`config.mk`:
```
export PLATFORM = sky130hd
export DESIGN_NAME = serial_addr_decoder_flat
export DESIGN_NICKNAME = d
export VERILOG_FILES = /design/src/rtl/serial_addr_decoder_if.sv /design/src/rtl/serial_addr_decoder.sv /design/src/flat_wrapper.sv
export SDC_FILE = /design/constraint.sdc
export NUM_CORES = 1
export LEC_CHECK = 0
export ABC_CLOCK_PERIOD_IN_PS = 2100
export CAP_MARGIN = 20
export CORE_MARGIN = 2
export CORE_UTILIZATION = 25
export DETAILED_ROUTE_END_ITERATION = 8
export HOLD_SLACK_MARGIN = 0.05
export SYNTH_ARGS = -nofsm -noshare
export SYNTH_HDL_FRONTEND = slang
export SYNTH_SLANG_ARGS = --single-unit
```
`constraint.sdc`:
```
create_clock -name clk -period 2.1 [get_ports clk]
set_input_delay 0.315 -clock clk [delete_from_list [all_inputs] [get_ports clk]]
set_output_delay 0.315 -clock clk [all_outputs]
set_load 0.005 [all_outputs]
```
`src/rtl/serial_addr_decoder_if.sv`:
```
// Request-side bus bundle between a serial master, the address decoder and three slaves.
// The decoder sits on the slave modport; the driving agent uses the master modport.
interface serial_addr_decoder_if;
   logic       m_valid;
   logic       m_wdata;
   logic       m_ack;
   logic       m_nack;
   logic [2:0] s_valid;
   logic [2:0] s_ready;
   logic       txn_done;
   logic [1:0] sel;
   logic       busy;

   modport slave (
      input  m_valid, m_wdata, s_ready, txn_done,
      output m_ack, m_nack, s_valid, sel, busy
   );

   modport master (
      output m_valid, m_wdata, s_ready, txn_done,
      input  m_ack, m_nack, s_valid, sel, busy
   );
endinterface

```
`src/rtl/serial_addr_decoder.sv`:
```
// Captures the serial device-address prefix of a master request, picks one of three slaves,
// waits for its ready, then routes valid to it and steers the response mux until txn_done.
module serial_addr_decoder #(
   parameter int DEV_ADDR_WIDTH = 4,
   parameter int SLAVE0_ID      = 0,
   parameter int SLAVE1_ID      = 1,
   parameter int SLAVE2_ID      = 2,
   parameter int READY_TIMEOUT  = 16
) (
   input logic                  clk,
   input logic                  rst,
   serial_addr_decoder_if.slave bus
);

   localparam int CW = $clog2(DEV_ADDR_WIDTH + 1);
   localparam int TW = $clog2(READY_TIMEOUT + 1);

   localparam logic [DEV_ADDR_WIDTH-1:0] ID0 = DEV_ADDR_WIDTH'(SLAVE0_ID);
   localparam logic [DEV_ADDR_WIDTH-1:0] ID1 = DEV_ADDR_WIDTH'(SLAVE1_ID);
   localparam logic [DEV_ADDR_WIDTH-1:0] ID2 = DEV_ADDR_WIDTH'(SLAVE2_ID);
   localparam logic [CW-1:0]             CNT_LAST = CW'(DEV_ADDR_WIDTH);
   localparam logic [TW-1:0]             TMO_LAST = TW'(READY_TIMEOUT);

   typedef enum logic [2:0] {
      IDLE,
      ADDR,
      DECODE,
      WAIT_RDY,
      CONNECT
   } state_t;

   state_t                    state_q,   state_d;
   logic [DEV_ADDR_WIDTH-1:0] shift_q,   shift_d;
   logic [CW-1:0]             bit_cnt_q, bit_cnt_d;
   logic [TW-1:0]             tmo_cnt_q, tmo_cnt_d;
   logic [1:0]                idx_q,     idx_d;
   logic                      m_ack_q,   m_ack_d;
   logic                      m_nack_q,  m_nack_d;
   logic [1:0]                sel_q,     sel_d;
   logic                      busy_q,    busy_d;
   logic                      ready_sel;
   logic [2:0]                s_valid_o;

   // Only the addressed slave's ready matters; idx never holds 3.
   always_comb begin
      case (idx_q)
         2'd1:    ready_sel = bus.s_ready[1];
         2'd2:    ready_sel = bus.s_ready[2];
         default: ready_sel = bus.s_ready[0];
      endcase
   end

   always_comb begin
      state_d   = state_q;
      shift_d   = shift_q;
      bit_cnt_d = bit_cnt_q;
      tmo_cnt_d = tmo_cnt_q;
      idx_d     = idx_q;
      m_ack_d   = 1'b0;
      m_nack_d  = 1'b0;
      sel_d     = sel_q;
      case (state_q)
         IDLE: begin
            if (bus.m_valid) begin
               shift_d   = DEV_ADDR_WIDTH'({shift_q, bus.m_wdata});
               bit_cnt_d = CW'(1);
               state_d   = (DEV_ADDR_WIDTH == 1) ? DECODE : ADDR;
            end
         end
         ADDR: begin
            if (!bus.m_valid) begin
               state_d   = IDLE;
               bit_cnt_d = '0;
               tmo_cnt_d = '0;
            end else begin
               shift_d   = DEV_ADDR_WIDTH'({shift_q, bus.m_wdata});
               bit_cnt_d = bit_cnt_q + 1'b1;
               if (bit_cnt_q + 1'b1 == CNT_LAST) begin
                  state_d = DECODE;
               end
            end
         end
         DECODE: begin
            bit_cnt_d = '0;
            tmo_cnt_d = '0;
            // Checked in index order so duplicate IDs resolve to the lowest slave.
            if (shift_q == ID0) begin
               idx_d   = 2'd0;
               state_d = WAIT_RDY;
            end else if (shift_q == ID1) begin
               idx_d   = 2'd1;
               state_d = WAIT_RDY;
            end else if (shift_q == ID2) begin
               idx_d   = 2'd2;
               state_d = WAIT_RDY;
            end else begin
               m_nack_d = 1'b1;
               state_d  = IDLE;
            end
         end
         WAIT_RDY: begin
            if (!bus.m_valid) begin
               state_d   = IDLE;
               tmo_cnt_d = '0;
            end else if (ready_sel) begin
               m_ack_d   = 1'b1;
               sel_d     = idx_q;
               state_d   = CONNECT;
               tmo_cnt_d = '0;
            end else if (tmo_cnt_q + 1'b1 == TMO_LAST) begin
               m_nack_d  = 1'b1;
               state_d   = IDLE;
               tmo_cnt_d = '0;
            end else begin
               tmo_cnt_d = tmo_cnt_q + 1'b1;
            end
         end
         CONNECT: begin
            if (bus.txn_done) begin
               state_d = IDLE;
            end
         end
         default: begin
            state_d = IDLE;
         end
      endcase
      busy_d = (state_d != IDLE);
   end

   // Valid to the connected slave follows the master with no register stage.
   always_comb begin
      s_valid_o = 3'b000;
      if (state_q == CONNECT && bus.m_valid) begin
         case (idx_q)
            2'd1:    s_valid_o = 3'b010;
            2'd2:    s_valid_o = 3'b100;
            default: s_valid_o = 3'b001;
         endcase
      end
   end

   always_ff @(posedge clk) begin
      if (rst) begin
         state_q   <= IDLE;
         shift_q   <= '0;
         bit_cnt_q <= '0;
         tmo_cnt_q <= '0;
         idx_q     <= 2'd0;
         m_ack_q   <= 1'b0;
         m_nack_q  <= 1'b0;
         sel_q     <= 2'd0;
         busy_q    <= 1'b0;
      end else begin
         state_q   <= state_d;
         shift_q   <= shift_d;
         bit_cnt_q <= bit_cnt_d;
         tmo_cnt_q <= tmo_cnt_d;
         idx_q     <= idx_d;
         m_ack_q   <= m_ack_d;
         m_nack_q  <= m_nack_d;
         sel_q     <= sel_d;
         busy_q    <= busy_d;
      end
   end

   assign bus.m_ack   = m_ack_q;
   assign bus.m_nack  = m_nack_q;
   assign bus.sel     = sel_q;
   assign bus.busy    = busy_q;
   assign bus.s_valid = s_valid_o;

endmodule
```
`src/flat_wrapper.sv`:
```
// flat-port wrapper written by rule: the top's interface ports become plain ports
module serial_addr_decoder_flat 
#(
   parameter int DEV_ADDR_WIDTH = 4,
   parameter int SLAVE0_ID      = 0,
   parameter int SLAVE1_ID      = 1,
   parameter int SLAVE2_ID      = 2,
   parameter int READY_TIMEOUT  = 16
)
  (clk, rst, bus_m_valid, bus_m_wdata, bus_s_ready, bus_txn_done, bus_m_ack, bus_m_nack, bus_s_valid, bus_sel, bus_busy);
  serial_addr_decoder_if bus_i ();
  input logic clk;
  input logic rst;
  input wire logic [$bits(bus_i.m_valid)-1:0] bus_m_valid;
  input wire logic [$bits(bus_i.m_wdata)-1:0] bus_m_wdata;
  input wire logic [$bits(bus_i.s_ready)-1:0] bus_s_ready;
  input wire logic [$bits(bus_i.txn_done)-1:0] bus_txn_done;
  output wire logic [$bits(bus_i.m_ack)-1:0] bus_m_ack;
  output wire logic [$bits(bus_i.m_nack)-1:0] bus_m_nack;
  output wire logic [$bits(bus_i.s_valid)-1:0] bus_s_valid;
  output wire logic [$bits(bus_i.sel)-1:0] bus_sel;
  output wire logic [$bits(bus_i.busy)-1:0] bus_busy;
  assign bus_i.m_valid = bus_m_valid;
  assign bus_i.m_wdata = bus_m_wdata;
  assign bus_i.s_ready = bus_s_ready;
  assign bus_i.txn_done = bus_txn_done;
  assign bus_m_ack = bus_i.m_ack;
  assign bus_m_nack = bus_i.m_nack;
  assign bus_s_valid = bus_i.s_valid;
  assign bus_sel = bus_i.sel;
  assign bus_busy = bus_i.busy;
  serial_addr_decoder #(.DEV_ADDR_WIDTH(DEV_ADDR_WIDTH), .SLAVE0_ID(SLAVE0_ID), .SLAVE1_ID(SLAVE1_ID), .SLAVE2_ID(SLAVE2_ID), .READY_TIMEOUT(READY_TIMEOUT)) u_core (.clk(clk), .rst(rst), .bus(bus_i));
endmodule
```
After elaboration in Yosys (flattened, before gate mapping) --
Cells that the tools add are included.
Operators by class: add/subtract/negate cells 2, reductions and logical operators 14, eq/ne operators 12, multiplexer cells 33, bitwise operators 2
Operator list (count):
- 3-bit two-way mux | 12
- 5-bit two-way mux | 4
- 3-bit case mux with 5 select lines | 1
- 5-bit case mux with 3 select lines | 1
- 3-bit nonzero test | 4
- 3-bit case mux with 3 select lines | 1
- 2-bit two-way mux | 4
- 2-bit AND reduction | 4
- 1-bit two-way mux | 7
- 3-bit by 2-bit equality test with 1-bit output (second input constant) | 2
- 3-bit equality test (second input constant) | 2
- 3-bit case mux with 2 select lines | 1
- 5-bit by 1-bit adder with 5-bit output (second input constant) | 1
- 5-bit equality test (second input constant) | 1
- 4-bit by 1-bit equality test with 1-bit output (second input constant) | 1
- 4-bit by 2-bit equality test with 1-bit output (second input constant) | 1
- 4-bit zero test | 1
- 2-bit != test (second input constant) | 2
- 1-bit case mux with 2 select lines | 2
- 3-bit by 1-bit adder with 3-bit output (second input constant) | 1
- 3-bit by 1-bit equality test with 1-bit output (second input constant) | 1
- 3-bit zero test | 1
- 3-bit AND reduction | 1
- 3-bit OR reduction | 1
- other kinds (5) | 6
Storage, ports and cells: bits in registers 22, input port bits 8, logic and storage cells 72

Logic depth before layout (Yosys ltp) --
depth after elaboration 7, gate-level depth with buffers 6, mapped depth without buffers 6

Worst setup path after synthesis --
Ideal clock, no wire load.
path type reg2reg, start register u_core.idx_q[0], end register u_core.tmo_cnt_q[3], arrival time 1.560 ns, slack 0.421 ns, stages on the path, launching flop included 7, library setup time 0.120 ns, data required time 1.980 ns, cells stage by stage dfxtp_1 -> inv_1 -> ha_1 -> nor2b_2 -> o211a_2 -> and3_1 -> a211o_1
On the way: word-level cells in the longest chain between the ends 5, elaborated cells between the ends (all ways) 6
Ends and longest elaborated chain:
- start: declaration | line serial_addr_decoder.sv:36 | logic [1:0] idx_q, idx_d;
- start signal: assignment | line serial_addr_decoder.sv:158 | idx_q <= idx_d;
- 2-bit equality test / 2-bit by 1-bit equality test with 1-bit output (equally long branches) | line serial_addr_decoder.sv:46 | case (idx_q)
- 1-bit case mux with 2 select lines (*) | line serial_addr_decoder.sv:46
- 5-bit two-way mux (*) | line serial_addr_decoder.sv:105 | end else if (ready_sel) begin
- 5-bit two-way mux (*) | line serial_addr_decoder.sv:102 | if (!bus.m_valid) begin
- 5-bit case mux with 3 select lines (*) | line serial_addr_decoder.sv:62 | case (state_q)
- end signal: assignment | line serial_addr_decoder.sv:157 | tmo_cnt_q <= tmo_cnt_d;
- end: declaration | line serial_addr_decoder.sv:35 | logic [TW-1:0] tmo_cnt_q, tmo_cnt_d;
Every way passes the cells marked *; elsewhere a longest branch is shown, timed or not. A chain may end at the register's enable or synchronous reset.

Final worst setup path --
start input bus_m_valid, end output bus_s_valid[2]
On the way: word-level cells in the longest chain between the ends 2
Ends and longest elaborated chain:
- start: declaration | line flat_wrapper.sv:14 | input wire logic [$bits(bus_i.m_valid)-1:0] bus_m_valid;
- 1-bit logical AND | line serial_addr_decoder.sv:133 | if (state_q == CONNECT && bus.m_valid) begin
- 3-bit two-way mux | line serial_addr_decoder.sv:133
- end: declaration | line flat_wrapper.sv:20 | output wire logic [$bits(bus_i.s_valid)-1:0] bus_s_valid;
No other way between the ends.

==> results.tsv <==
stage	metric	value	unit
cts	CTS buffer count	3	
min_path	worst hold path stage count	2	
global_routing	busiest grt layer	met2	
logic_synthesis	#FFs+latches synth	22	
min_path	hold wc startpoint	u_core.bus.sel[0]$_SDFFE_PP0P_	
power_and_ir_drop	Max VDD drop	0.3177	mV
worst_setup_path	CP peak stage delay	510	ps
logic_synthesis	Syn Nets	141	
power_and_ir_drop	NetSw	0.1773	mW
worst_setup_path	critical path, cell by cell	clkdlybuf4s50_1, nand2_1, nor3_2, and2_1, clkdlybuf4s50_1	
cts	clk slew on worst S/H paths	80	ps
timing	post-route setup TNS	0	ps
detailed_routing	Via Count	949	
timing	Rel. slew slack	73.84	%
layout	post-layout util	31.92	%
detailed_routing	1st-pass router iterations	4	
power_and_ir_drop	power share of the sequential group	48.4	%
worst_setup_path	CP Class	in -> out	
run_status	outcome	finished clean	
global_routing	met3 usage	3.039	%
worst_setup_path	Reg2Reg Depth	6	
die	Ports	16	
logic_synthesis	main combinational cell family by area after synthesis	simple AND/OR/NAND/NOR gates	
die	Die Area	0.005349	mm²
worst_setup_path	reg2reg end	u_core.tmo_cnt_q[3]$_SDFFE_PP0P_	
layout	fin nets	160	
logic_synthesis	Synth Area per Inst	9.335	µm²
placement	global placement routability congestion	0.7321	
global_routing	pin count of the biggest net entering global routing	16	
logic_synthesis	Post-synth ARST share	0	%
die	die height	73.14	µm
die	core area	0.004661	mm²
min_path	hold crit path type	reg -> reg	
layout	layout cells sized above 1	14.38	%
logic_synthesis	post-synthesis mux area share	5.026	%
timing	Finish-stage setup viols	0	
logic_synthesis	yosys warns	0	
logic_synthesis	EDFF count, synth	0	
timing	fmax	499.7	MHz
die	Initial Util	25.64	%
power_and_ir_drop	switching part of the total power	20.02	%
cts	Clock Sink Count	22	
timing	Final period util	95.29	%
power_and_ir_drop	Leak	0.6115	nW
logic_synthesis	Syn Std Cell Area	0.001195	mm²
placement	# port buffers	15	
layout	Antenna diodes	0	
cts	CTS tree	built	
detailed_routing	Detail Route Antenna Nets	0	
worst_setup_path	Crit path top cell by count	clkdlybuf4s50_1	
detailed_routing	drt initial violations	43	
timing	clk_skew	6.328	ps
power_and_ir_drop	Comb pwr share	7.0	%
worst_setup_path	critical path endpoint category	output port	
power_and_ir_drop	Power Dens Cells	595.5	mW/mm²
timing	Hold Worst Slack	503.0	ps
global_routing	Tot GR Track Use	9.900	%
cts	root buffer cell	clkbuf_8	
logic_synthesis	Compound-Gate Fraction of Synth Area	20.10	%
timing	RSZ-0062 raised after global routing	false	
global_routing	first-pass GRT wire length	4167	µm
detailed_routing	Wirelength per Cell	11.46	µm
worst_setup_path	R2R Setup Slk	330	ps
global_routing	vias in the first global route	929	
worst_setup_path	CP Data Arrival Time	1690	ps
die	die width	73.14	µm
timing	Final Max Tran Viols	0	
logic_synthesis	cells after synthesis	128	
cts	CTS Buffer Depth	2	
cts	Clock Latency Late Sink	260	ps
global_routing	initial antenna violation count	0	
cts	H-tree Lvls	1	
min_path	Hold EP	u_core.bus.sel[0]$_SDFFE_PP0P_	
logic_synthesis	dominant synthesized flop cell	dfxtp_1	
timing	Fin. Hold Viols	0	
logic_synthesis	register area share after synthesis	36.86	%
worst_setup_path	critical-path maximum fanout	3	
logic_synthesis	Netlist cell types	48	
timing	final worst slack	98.83	ps
global_routing	met1 GRT Util	13.73	%
detailed_routing	final wirelength	2292	µm
logic_synthesis	post-synthesis simple-gate area fraction	27.54	%
logic_synthesis	Adder-Cell Fraction of Synth Area	5.236	%
detailed_routing	residual DRC count	0	
layout	P&R area growth vs syn	24.50	%
global_routing	grt ovf	0	
job	MaxCap Viol Count	0	
worst_setup_path	Max stage delay cell, worst path	clkdlybuf4s50_1	
die	row cnt	25	
timing	Worst-Margin Slew	390.0	ps
placement	Place WS	-23.09	ps
worst_setup_path	CP required	1780	ps
worst_setup_path	reg2reg start	u_core.idx_q[0]$_SDFFE_PP0P_	
placement	post-detail-place hpwl	1745	µm
timing	Period minus WS final	2001	ps
global_routing	M2 GR Usage	14.91	%
power_and_ir_drop	Power Total	0.8860	mW
logic_synthesis	Post-Synth XOR/XNOR Area	0.7330	%
detailed_routing	via-per-instance ratio	4.745	
power_and_ir_drop	Clk pwr share	44.5	%
power_and_ir_drop	P_int	0.7086	mW
worst_setup_path	critical path startpoint category	primary input	
cts	Post-CTS Setup Inserts	0	
## cells by family after synthesis
logic type / Yosys count
AO/OA/AOI/OAI: 31
XOR/XNOR: 1
flip-flops: 22
AND/OR/NAND/NOR: 53
adder cells (fa/ha/maj): 5
buffers and inverters: 10
multiplexers: 6
## how the worst max path moves through the flow
stage                                             from                          endpoint  slack (ps)  cells after the start
after floorplan           u_core.idx_q[0]$_SDFFE_PP0P_  u_core.tmo_cnt_q[3]$_SDFFE_PP0P_         420                      6
after global placement                     bus_m_valid                    bus_s_valid[2]         -20                      5
after detailed placement                   bus_m_valid                    bus_s_valid[2]         -20                      5
after CTS                                  bus_m_valid                    bus_s_valid[2]          60                      5
after global routing                       bus_m_valid                    bus_s_valid[2]          10                      5
final                                      bus_m_valid                    bus_s_valid[2]         100                      5
## area by class of cell
type,count,area [µm²]
Tap cell,54,67.56
Timing Repair Buffer,20,187.7
Clock inverter,1,30.03
Fill cell,462,3173
Sequential cell,22,440.4
Inverter,4,15.01
Clock buffer,3,41.29
Multi-Input combinational cell,96,705.7
## cell usage after synthesis (3+ instances only)
cell / instances / area [µm²]
mux2i_1: 6 / 60.06
a21oi_1: 5 / 25.02
nor3b_1: 3 / 22.52
nor2_1: 13 / 48.80
o21ai_1: 3 / 15.01
nor3_1: 5 / 25.02
nand3_1: 3 / 15.01
and2_1: 3 / 18.77
nand2_1: 9 / 33.78
a31oi_1: 3 / 18.77
nor2b_1: 3 / 18.77
ha_1: 5 / 62.56
inv_1: 4 / 15.01
dfxtp_1: 22 / 440.4
## power by group through the flow
stage	Clock (mW)	Combinational (mW)	Sequential [mW]
detailed placement	0	0.0628	0.439
global route	0.423	0.0702	0.430
CTS	0.407	0.0629	0.429
finish	0.395	0.0624	0.429
global placement	0	0.0628	0.439
floorplan	0	0.0329	0.438
## what timing repair did
action | CTS | global route
setup endpoints to repair | 3 | 0
gates resized for setup | 1 | 0
hold buffers | 0 | 0
## per-layer routing
layer / wire length, µm / part of all wire (%) / vias up
met4: 8 / 0.35 / 0
met3: 109 / 4.8 / 2
met1: 1124 / 49 / 433
met5: 0 / 0 / -
li1: - / - / 499
met2: 1050 / 46 / 15
## cell usage in the layout, fill, tap and decap left out, drive strengths merged, types with 3 or more instances in the layout
cell / n
inv: 4
and2: 3
a21oi: 6
nor3: 7
ha: 5
a31oi: 3
nor2b: 4
clkdlybuf4s50: 15
buf: 5
dfxtp: 22
nand2: 9
nand3: 3
nor2: 13
nor3b: 5
clkbuf: 3
mux2i: 6
o21ai: 5
## flip-flops by register name, summed over array words and instances, names as in the netlist
register / flops
u_core.state_q: 3
u_core.bus.m_nack: 1
u_core.shift_q: 4
u_core.bit_cnt_q: 3
u_core.bus.busy: 1
u_core.bus.m_ack: 1
u_core.tmo_cnt_q: 5
u_core.idx_q: 2
u_core.bus.sel: 2
## critical path: cells and delay by family
family,cells,cell delay [ps]
buf+inv,2,1000
simple gates,3,380
## per-stage QoR
| step | cell area (µm²) | instances |
|---|---|---|
| after floorplan | 1195 | 128 |
| after global placement | 1411 | 196 |
| after detailed placement | 1411 | 196 |
| after CTS | 1488 | 200 |
| after global routing | 1488 | 200 |
| final | 1488 | 200 |
Power figures use the tool's default switching activity.
